File: src/rtl/logfbe_pkg.sv
// Shared constants for the log-filterbank-energy FIFO read path.
// Skid-buffer geometry, frame-counter width and frame-index sizing helper.
package logfbe_pkg;

    localparam int unsigned BUF_DEPTH         = 4;
    localparam int unsigned BUF_PTR_W         = 2;
    localparam int unsigned CREDIT_W          = BUF_PTR_W + 1;
    localparam int unsigned FRAME_CNT_W       = 16;
    localparam int unsigned FRAME_LEN_DEFAULT = 40;

    // Index width for a frame of frame_len words; never narrower than 1 bit.
    function automatic int unsigned frame_idx_w(input int unsigned frame_len);
        return (frame_len > 1) ? $clog2(frame_len) : 1;
    endfunction

endpackage

File: src/rtl/logfbe_rd_skid_buf.sv
// 4-entry circular skid buffer absorbing FIFO read latency.
// Write and read may happen in the same cycle; rd_data is the entry at the read pointer.
module logfbe_rd_skid_buf
    import logfbe_pkg::*;
#(
    parameter int unsigned DATA_WIDTH = 32
) (
    input  logic                  clk,
    input  logic                  rst,
    input  logic                  wr_en,
    input  logic [DATA_WIDTH-1:0] wr_data,
    input  logic                  rd_en,
    output logic [DATA_WIDTH-1:0] rd_data,
    output logic                  valid
);

    logic [DATA_WIDTH-1:0] mem [BUF_DEPTH];
    logic [BUF_PTR_W-1:0]  wr_ptr;
    logic [BUF_PTR_W-1:0]  rd_ptr;
    logic [CREDIT_W-1:0]   count;
    logic                  do_rd;

    assign valid   = (count != '0);
    assign do_rd   = rd_en & valid;
    assign rd_data = mem[rd_ptr];

    always_ff @(posedge clk or posedge rst) begin
        if (rst) begin
            for (int unsigned i = 0; i < BUF_DEPTH; i++) begin
                mem[i] <= '0;
            end
            wr_ptr <= '0;
            rd_ptr <= '0;
            count  <= '0;
        end else begin
            if (wr_en) begin
                mem[wr_ptr] <= wr_data;
                wr_ptr      <= wr_ptr + 1'b1;
            end
            if (do_rd) begin
                rd_ptr <= rd_ptr + 1'b1;
            end
            case ({wr_en, do_rd})
                2'b10:   count <= count + 1'b1;
                2'b01:   count <= count - 1'b1;
                default: count <= count;
            endcase
        end
    end

endmodule

File: src/rtl/logfbe_buff_reader.sv
// Read-side drain controller: credit-limited FIFO pops, skid buffer, framed valid/ready stream.
// Optional completed-frame counter port enabled by defining LOGFBE_RD_FRAME_CNT_EN.
module logfbe_buff_reader
    import logfbe_pkg::*;
#(
    parameter int unsigned DATA_WIDTH = 32,
    parameter int unsigned RD_LAT     = 1,
    parameter int unsigned FRAME_LEN  = FRAME_LEN_DEFAULT
) (
    input  logic                   rd_clk,
    input  logic                   rd_rst,
    input  logic                   rd_go,
    input  logic                   fifo_empty,
    input  logic [DATA_WIDTH-1:0]  fifo_rd_data,
    output logic                   fifo_rd_en,
    output logic [DATA_WIDTH-1:0]  out_data,
    output logic                   out_valid,
    input  logic                   out_ready,
    output logic                   out_last
`ifdef LOGFBE_RD_FRAME_CNT_EN
    ,
    output logic [FRAME_CNT_W-1:0] frame_cnt
`endif
);

    localparam int unsigned IDX_W = frame_idx_w(FRAME_LEN);
    localparam logic [IDX_W-1:0] LAST_IDX = IDX_W'(FRAME_LEN - 1);

    logic [CREDIT_W-1:0] credit;
    logic [IDX_W-1:0]    word_idx;
    logic                hs;
    logic                capture;

    assign hs       = out_valid & out_ready;
    assign out_last = (word_idx == LAST_IDX);

    // Credit counts buffered plus in-flight words, so a pop is allowed only if
    // the buffer is guaranteed a free slot when its data lands.
    always_comb begin
        fifo_rd_en = rd_go & ~fifo_empty & ((credit - CREDIT_W'(hs)) < CREDIT_W'(BUF_DEPTH));
    end

    generate
        if (RD_LAT == 0) begin : g_lat0
            assign capture = fifo_rd_en;
        end else begin : g_latn
            logic [RD_LAT-1:0] infl_q;
            always_ff @(posedge rd_clk or posedge rd_rst) begin
                if (rd_rst) begin
                    infl_q <= '0;
                end else begin
                    infl_q <= RD_LAT'({infl_q, fifo_rd_en});
                end
            end
            assign capture = infl_q[RD_LAT-1];
        end
    endgenerate

    always_ff @(posedge rd_clk or posedge rd_rst) begin
        if (rd_rst) begin
            credit   <= '0;
            word_idx <= '0;
        end else begin
            credit <= credit + CREDIT_W'(fifo_rd_en) - CREDIT_W'(hs);
            if (hs) begin
                word_idx <= out_last ? '0 : word_idx + 1'b1;
            end
        end
    end

`ifdef LOGFBE_RD_FRAME_CNT_EN
    always_ff @(posedge rd_clk or posedge rd_rst) begin
        if (rd_rst) begin
            frame_cnt <= '0;
        end else if (hs & out_last) begin
            frame_cnt <= frame_cnt + 1'b1;
        end
    end
`endif

    logfbe_rd_skid_buf #(
        .DATA_WIDTH (DATA_WIDTH)
    ) u_skid (
        .clk     (rd_clk),
        .rst     (rd_rst),
        .wr_en   (capture),
        .wr_data (fifo_rd_data),
        .rd_en   (hs),
        .rd_data (out_data),
        .valid   (out_valid)
    );

endmodule

File: config.mk
export PLATFORM = sky130hd
export DESIGN_NAME = logfbe_buff_reader
export DESIGN_NICKNAME = d
export VERILOG_FILES = /design/src/rtl/logfbe_pkg.sv /design/src/rtl/logfbe_rd_skid_buf.sv /design/src/rtl/logfbe_buff_reader.sv
export SDC_FILE = /design/constraint.sdc
export NUM_CORES = 1
export LEC_CHECK = 0
export BUFFER_PORTS_ARGS = -buffer_cell sky130_fd_sc_hd__buf_2
export CORE_MARGIN = 2
export CORE_UTILIZATION = 25
export DETAILED_ROUTE_END_ITERATION = 10
export GPL_TIMING_DRIVEN = 0
export PLACE_DENSITY = 0.41
export SLEW_MARGIN = 20
export SYNTH_ARGS = -nofsm -noshare
export SYNTH_HDL_FRONTEND = slang
export SYNTH_SLANG_ARGS = --single-unit
File: constraint.sdc
create_clock -name rd_clk -period 4.3 [get_ports rd_clk]
set_input_delay 0.645 -clock rd_clk [delete_from_list [all_inputs] [get_ports rd_clk]]
set_output_delay 0.645 -clock rd_clk [all_outputs]
set_load 0.1 [all_outputs]
=== Yosys cells after proc, flatten, opt, wreduce, memory -nomap -nowiden ===
Index checks and enable logic that the tools add are counted.

* Bits in registers: 145
* Output and inout bits: 35

* Add/sub/neg operators: 8
* Magnitude comparators: 4
* Eq/ne operators: 3
* Mux-type cells: 8
* Bitwise gates (word level): 7
* Reduce and logical (&&, ||, !) cells: 3

{| class="wikitable"
|+ Operator list
! kind !! number
|-
| 128-bit bitwise mux || 1
|-
| 32-bit two-way mux || 3
|-
| 32-bit binary-select mux with 2-bit select || 1
|-
| 32-bit demux with 2-bit select || 1
|-
| 6-bit by 1-bit adder with 6-bit output (second input constant) || 1
|-
| 6-bit == test (second input constant) || 1
|-
| 3-bit greater-or-equal comparator (second input constant) || 2
|-
| 6-bit two-way mux || 1
|-
| 2-bit NOT with 3-bit output || 2
|-
| 3-bit case mux with 2 select lines || 1
|-
| 3-bit by 1-bit subtractor with 3-bit output || 2
|-
| 2-bit by 1-bit adder with 2-bit output (second input constant) || 2
|-
| 1-bit bitwise AND || 4
|-
| 3-bit by 1-bit adder with 3-bit output || 1
|-
| 3-bit by 1-bit adder with 3-bit output (second input constant) || 1
|-
| 3-bit by 1-bit less-than comparator with 1-bit output (second input constant) || 1
|-
| 3-bit less-than comparator (second input constant) || 1
|-
| 3-bit nonzero test || 1
|-
| 3-bit by 1-bit subtractor with 3-bit output (second input constant) || 1
|-
| 2-bit by 1-bit == test with 1-bit output (second input constant) || 1
|-
| 2-bit == test (second input constant) || 1
|-
| 2-bit nonzero test || 1
|-
| 1-bit logical AND || 1
|-
| 1-bit NOT || 1
|}

=== Longest topological paths before layout ===
* Word-level depth: 7
* Mapped depth: 12

=== By module ===
From an unflattened synthesis, not the netlist that was laid out.

* Cell total of the unflattened synthesis: 396
* Area, all modules: 6563.8 µm²

{| class="wikitable"
|+ Modules (own cells, without submodules)
! module !! times used !! cells an instance !! area an instance (µm²) !! seq. area each (µm²)
|-
| logfbe_rd_skid_buf || 1 || 346 || 6035.8 || 3378.2
|-
| logfbe_buff_reader || 1 || 50 || 528.0 || 250.2
|}

=== Worst setup path before layout ===
No wires, ideal clock.

* Kind: register to register
* Start: reg u_skid.count[2]
* End: reg credit[2]
* Arrival: 5.069 ns
* Setup slack: -0.891 ns
* Stages on the path, launching flop included: 13
* Path buffers: 0
* Path through: dfrtp_1 -> or3_4 -> nand2_8 -> inv_6 -> ha_1 -> ha_1 -> xor2_1 -> nor3b_1 -> ha_1 -> inv_1 -> fa_1 -> xnor2_1 -> xnor2_1

* Longest elaborated chain between the ends: 7

{| class="wikitable"
|+ RTL lines
! item !! RTL line !! text
|-
| start: declaration || logfbe_rd_skid_buf.sv:20 || <nowiki>logic [CREDIT_W-1:0] count;</nowiki>
|-
| start signal: assignment || logfbe_rd_skid_buf.sv:44 || <nowiki>2'b10: count <= count + 1'b1;</nowiki>
|-
| start signal: assignment || logfbe_rd_skid_buf.sv:45 || <nowiki>2'b01: count <= count - 1'b1;</nowiki>
|-
| start signal: assignment || logfbe_rd_skid_buf.sv:46 || <nowiki>default: count <= count;</nowiki>
|-
| 3-bit nonzero test || logfbe_rd_skid_buf.sv:23 || <nowiki>assign valid = (count != '0);</nowiki>
|-
| named net out_valid || logfbe_buff_reader.sv:17 || <nowiki>output logic out_valid,</nowiki>
|-
| 1-bit bitwise AND || logfbe_buff_reader.sv:34 || <nowiki>assign hs = out_valid & out_ready;</nowiki>
|-
| named net hs || logfbe_buff_reader.sv:31 || <nowiki>logic hs;</nowiki>
|-
| 3-bit by 1-bit subtractor with 3-bit output || logfbe_buff_reader.sv:40 || <nowiki>fifo_rd_en = rd_go & ~fifo_empty & ((credit - CREDIT_W'(hs)) < CREDIT_W'(BUF_DEPTH));</nowiki>
|-
| 3-bit less-than comparator || logfbe_buff_reader.sv:40 ||
|-
| 1-bit bitwise AND || logfbe_buff_reader.sv:40 ||
|-
| named net fifo_rd_en || logfbe_buff_reader.sv:15 || <nowiki>output logic fifo_rd_en,</nowiki>
|-
| 3-bit by 1-bit adder with 3-bit output || logfbe_buff_reader.sv:64 || <nowiki>credit <= credit + CREDIT_W'(fifo_rd_en) - CREDIT_W'(hs);</nowiki>
|-
| 3-bit by 1-bit subtractor with 3-bit output || logfbe_buff_reader.sv:64 ||
|-
| end signal: assignment || logfbe_buff_reader.sv:64 ||
|-
| end: declaration || logfbe_buff_reader.sv:29 || <nowiki>logic [CREDIT_W-1:0] credit;</nowiki>
|}

The timed path passes the listed nets, and every way through them passes these cells.
A chain may end at the register's enable or synchronous reset.

=== Worst setup path after layout ===
* Start: reg u_skid.count[0]
* End: out fifo_rd_en

* Longest elaborated chain between the ends: 5

{| class="wikitable"
|+ RTL lines
! item !! RTL line
|-
| 3-bit nonzero test || logfbe_rd_skid_buf.sv:23
|-
| 1-bit bitwise AND || logfbe_buff_reader.sv:34
|-
| named net hs || logfbe_buff_reader.sv:31
|-
| 3-bit by 1-bit subtractor with 3-bit output || logfbe_buff_reader.sv:40
|-
| 3-bit less-than comparator || logfbe_buff_reader.sv:40
|-
| 1-bit bitwise AND || logfbe_buff_reader.sv:40
|-
| end: declaration || logfbe_buff_reader.sv:15
|}

The timed path passes the listed nets, and every way through them passes these cells.

==> run_results.csv <==
group,metric,value,unit
synth,ys_warn_count,0,
floorplanning,die_area,26970,um^2
floorplanning,io_pins,72,
synth,avgSynthCellArea,16.45,um^2
critical_path,critPathMaxFanout,8,
grt,grt.overflow.total,0,
sta,max_slew_margin,58.73,%
synth,synth_area_leader_cell,"dfrtp_1",
drt,drc,0,
clock_tree,cts_tree,"done",
critical_path,crit_top_cell,"ha_1",
clock_tree,clock_path_buffers,2,
critical_path,worstSetupStartpoint,"u_skid.count[0]$_DFFE_PP0P_",
clock_tree,cts_buffers,17,
synth,synth_area_leaders,"dfrtp_1, mux2_2, mux4_2",
floorplanning,core-area,25180,um^2
synth,async_flop_share,100.0,%
synth,synth-edff-count,0,
clock_tree,cts_resized,0,
grt,grt_max_degree,34,
critical_path,max_stage_delay,470,ps
critical_path,reg2reg_depth,12,
drt,wl,14110,um
placed_design,place_hpwl,9766,um
clock_tree,cts_setup_buffers,0,
sta,hold_viol,0,
synth,synthTopCellsByCount,"dfrtp_1, mux2_2, mux2_1, mux4_2, buf_2",
clock_tree,cts_hold_buf,0,
synth,synth_fp_nets,438,
final_layout,nets,532,
synth,yosysUniqueCellTypes,30,
sta,finalCritPeriodShare,78.21,%
sta,grt_setup_unrepaired,"no",
clock_tree,clkTransAtPathRegs,60,ps
floorplanning,die_h,164.2,um
synth,synthCells,390,
final_layout,post-route-util,31.53,%
sta,worst_pin_slew,617.7,ps
drt,wl_per_cell,17.04,um
drt,ant_nets,0,
final_layout,area_delta_synth_final,23.71,%
critical_path,start_kind,"register",
drt,drt_iter0_drc,112,
synth,synth_seq_cells,145,
hold_path,hold_class,"input port to async pin",
sta,min_period,3363,ps
final_layout,final_layout_size_suffix_gt1_share,50.30,%
sta,fin_skew,10.64,ps
drt,via_per_inst,4.310,
sta,max_freq,297.4,MHz
synth,synth.most_common_cell,"dfrtp_1",
clock_tree,clk_latency,420,ps
critical_path,r2r_start,"u_skid.count[0]$_DFFE_PP0P_",
synth,syn-cell-area,6417,um^2
floorplanning,die_x,164.2,um
grt,antenna_found_initial,2,
sta,totalNegativeSetupSlack,0,ps
clock_tree,clock-root-buffer,"clkbuf_16",
synth,synth_top_flop_cell,"dfrtp_1",
clock_tree,htreeDepth,4,
drt,num_vias,3569,
clock_tree,cts.sinks,145,
critical_path,path_cells,"or3_4 > nand2_8 > inv_6 > ha_1 > ha_1 > xor2_1 > nor3b_2 > buf_2",
sta,final-max-slew-violation-count,0,
grt,grt_use_total,11.47,%
placed_design,port_buffers,71,
critical_path,cpMaxStageDelayCell,"buf_2",
critical_path,critical_path_class,"register to output pin",
floorplanning,num_rows,58,
grt,grt_pass1_wl,22710,um
drt,drt_first_pass_iters,4,
job,drv_cap,0,
placed_design,gp_congestion,0.6954,
synth,synth_top_area_share,56.54,%
status,status,"complete, no violations",
floorplanning,initial_core_util,25.48,%
critical_path,endpoint_kind,"output pin",
grt,grt_pass1_vias,3987,
critical_path,crit_required,3650,ps
synth,yosysSeqAreaShare,56.54,%
critical_path,critical_path_arrival,2720,ps
sta,finalSetupViolCount,0,
worst max-delay path, delay by kind of cell, from the launching register on:
kind                       cells  cell delay [ps]
xor gates and xnor gates       1              150
buffers and inverters          2              530
adders and majority gates      2              420
DFF                            1              410
and+or+nand+nor                3              790
worst paths after layout:
check | end | slack, ps
max | fifo_rd_en | 940
min | credit[1]$_DFF_PP0_ | 290
max reg2reg | credit[2]$_DFF_PP0_ | 1490
min reg2reg | u_skid.count[2]$_DFFE_PP0P_ | 470
max in group asynchronous | u_skid.mem[22]$_DFFE_PP0P_ | 3210
min in group rd_clk | capture$_DFF_PP0_ | 390
kinds of logic (layout without fill, tap and decap cells):
kind of cell | after synthesis | count (layout) | share of synthesized area (%)
buffers and inverters | 35 | 142 | 2.847
flip-flops | 145 | 145 | 56.54
AO/OA/AOI/OAI | 5 | 5 | 0.6825
adder cells (fa/ha/maj) | 11 | 11 | 2.379
other | 0 | 1 | 0
AND/OR/NAND/NOR | 21 | 21 | 2.028
XOR/XNOR | 11 | 11 | 1.501
multiplexers | 162 | 162 | 34.02
metrics by stage:
step	setup slack [ps]	std cells	hold WS, ps	area (um^2)
global route	811.4	827	344.0	7936
global placement	848.1	791	463.0	7194
floorplan	243.2	390	443.0	6426
detailed placement	1378	795	460.8	7274
finish	937.0	828	293.8	7939
CTS	897.4	827	303.4	7936
cell type report:
| cell class | instances | area, um^2 |
|---|---|---|
| fillers | 2484 | 17240 |
| flip-flops and latches | 145 | 3628 |
| multi-input cells | 210 | 2611 |
| clock buffers | 21 | 460.4 |
| repair buffers | 75 | 435.4 |
| well taps | 330 | 412.9 |
| clock inverters | 11 | 201.4 |
| plain buffers | 21 | 125.1 |
| inverters | 14 | 61.31 |
| diodes | 1 | 2.502 |
cells in the final DEF (no fill, tap or decap), drive strengths merged:
master / instances
dfrtp: 145
mux2: 129
buf: 95
mux4: 32
clkbuf: 22
inv: 15
nand2: 12
ha: 9
xnor2: 7
bufinv: 5
xor2: 4
nor2: 3
clkinv: 3
clkinvlp: 2
fa: 2
diode: 1
or3: 1
nor3b: 1
nand4b: 1
o21ai: 1
and3: 1
a31o: 1
a41oi: 1
a31oi: 1
mux2i: 1
nor3: 1
a21o: 1
nand4: 1
flip-flops by register name, indices dropped and copies added (netlist names):
| name | count |
|---|---|
| u_skid.mem | 128 |
| word_idx | 6 |
| credit | 3 |
| u_skid.count | 3 |
| u_skid.rd_ptr | 2 |
| u_skid.wr_ptr | 2 |
| capture | 1 |
per-layer routing:
layer  vias up  routed length [um]  part of all wire (%)  track usage (%)
met4         2                 174                   1.2            4.266
met3        15                 775                   5.5            3.990
li1       1619                   -                     -                -
met5         -                   8                 0.057                0
met2        59                6969                    49            18.45
met1      1874                6186                    44            14.21
Power is not shown: default switching activity piles up to over one toggle a cycle in this logic, so the estimate is an artifact.
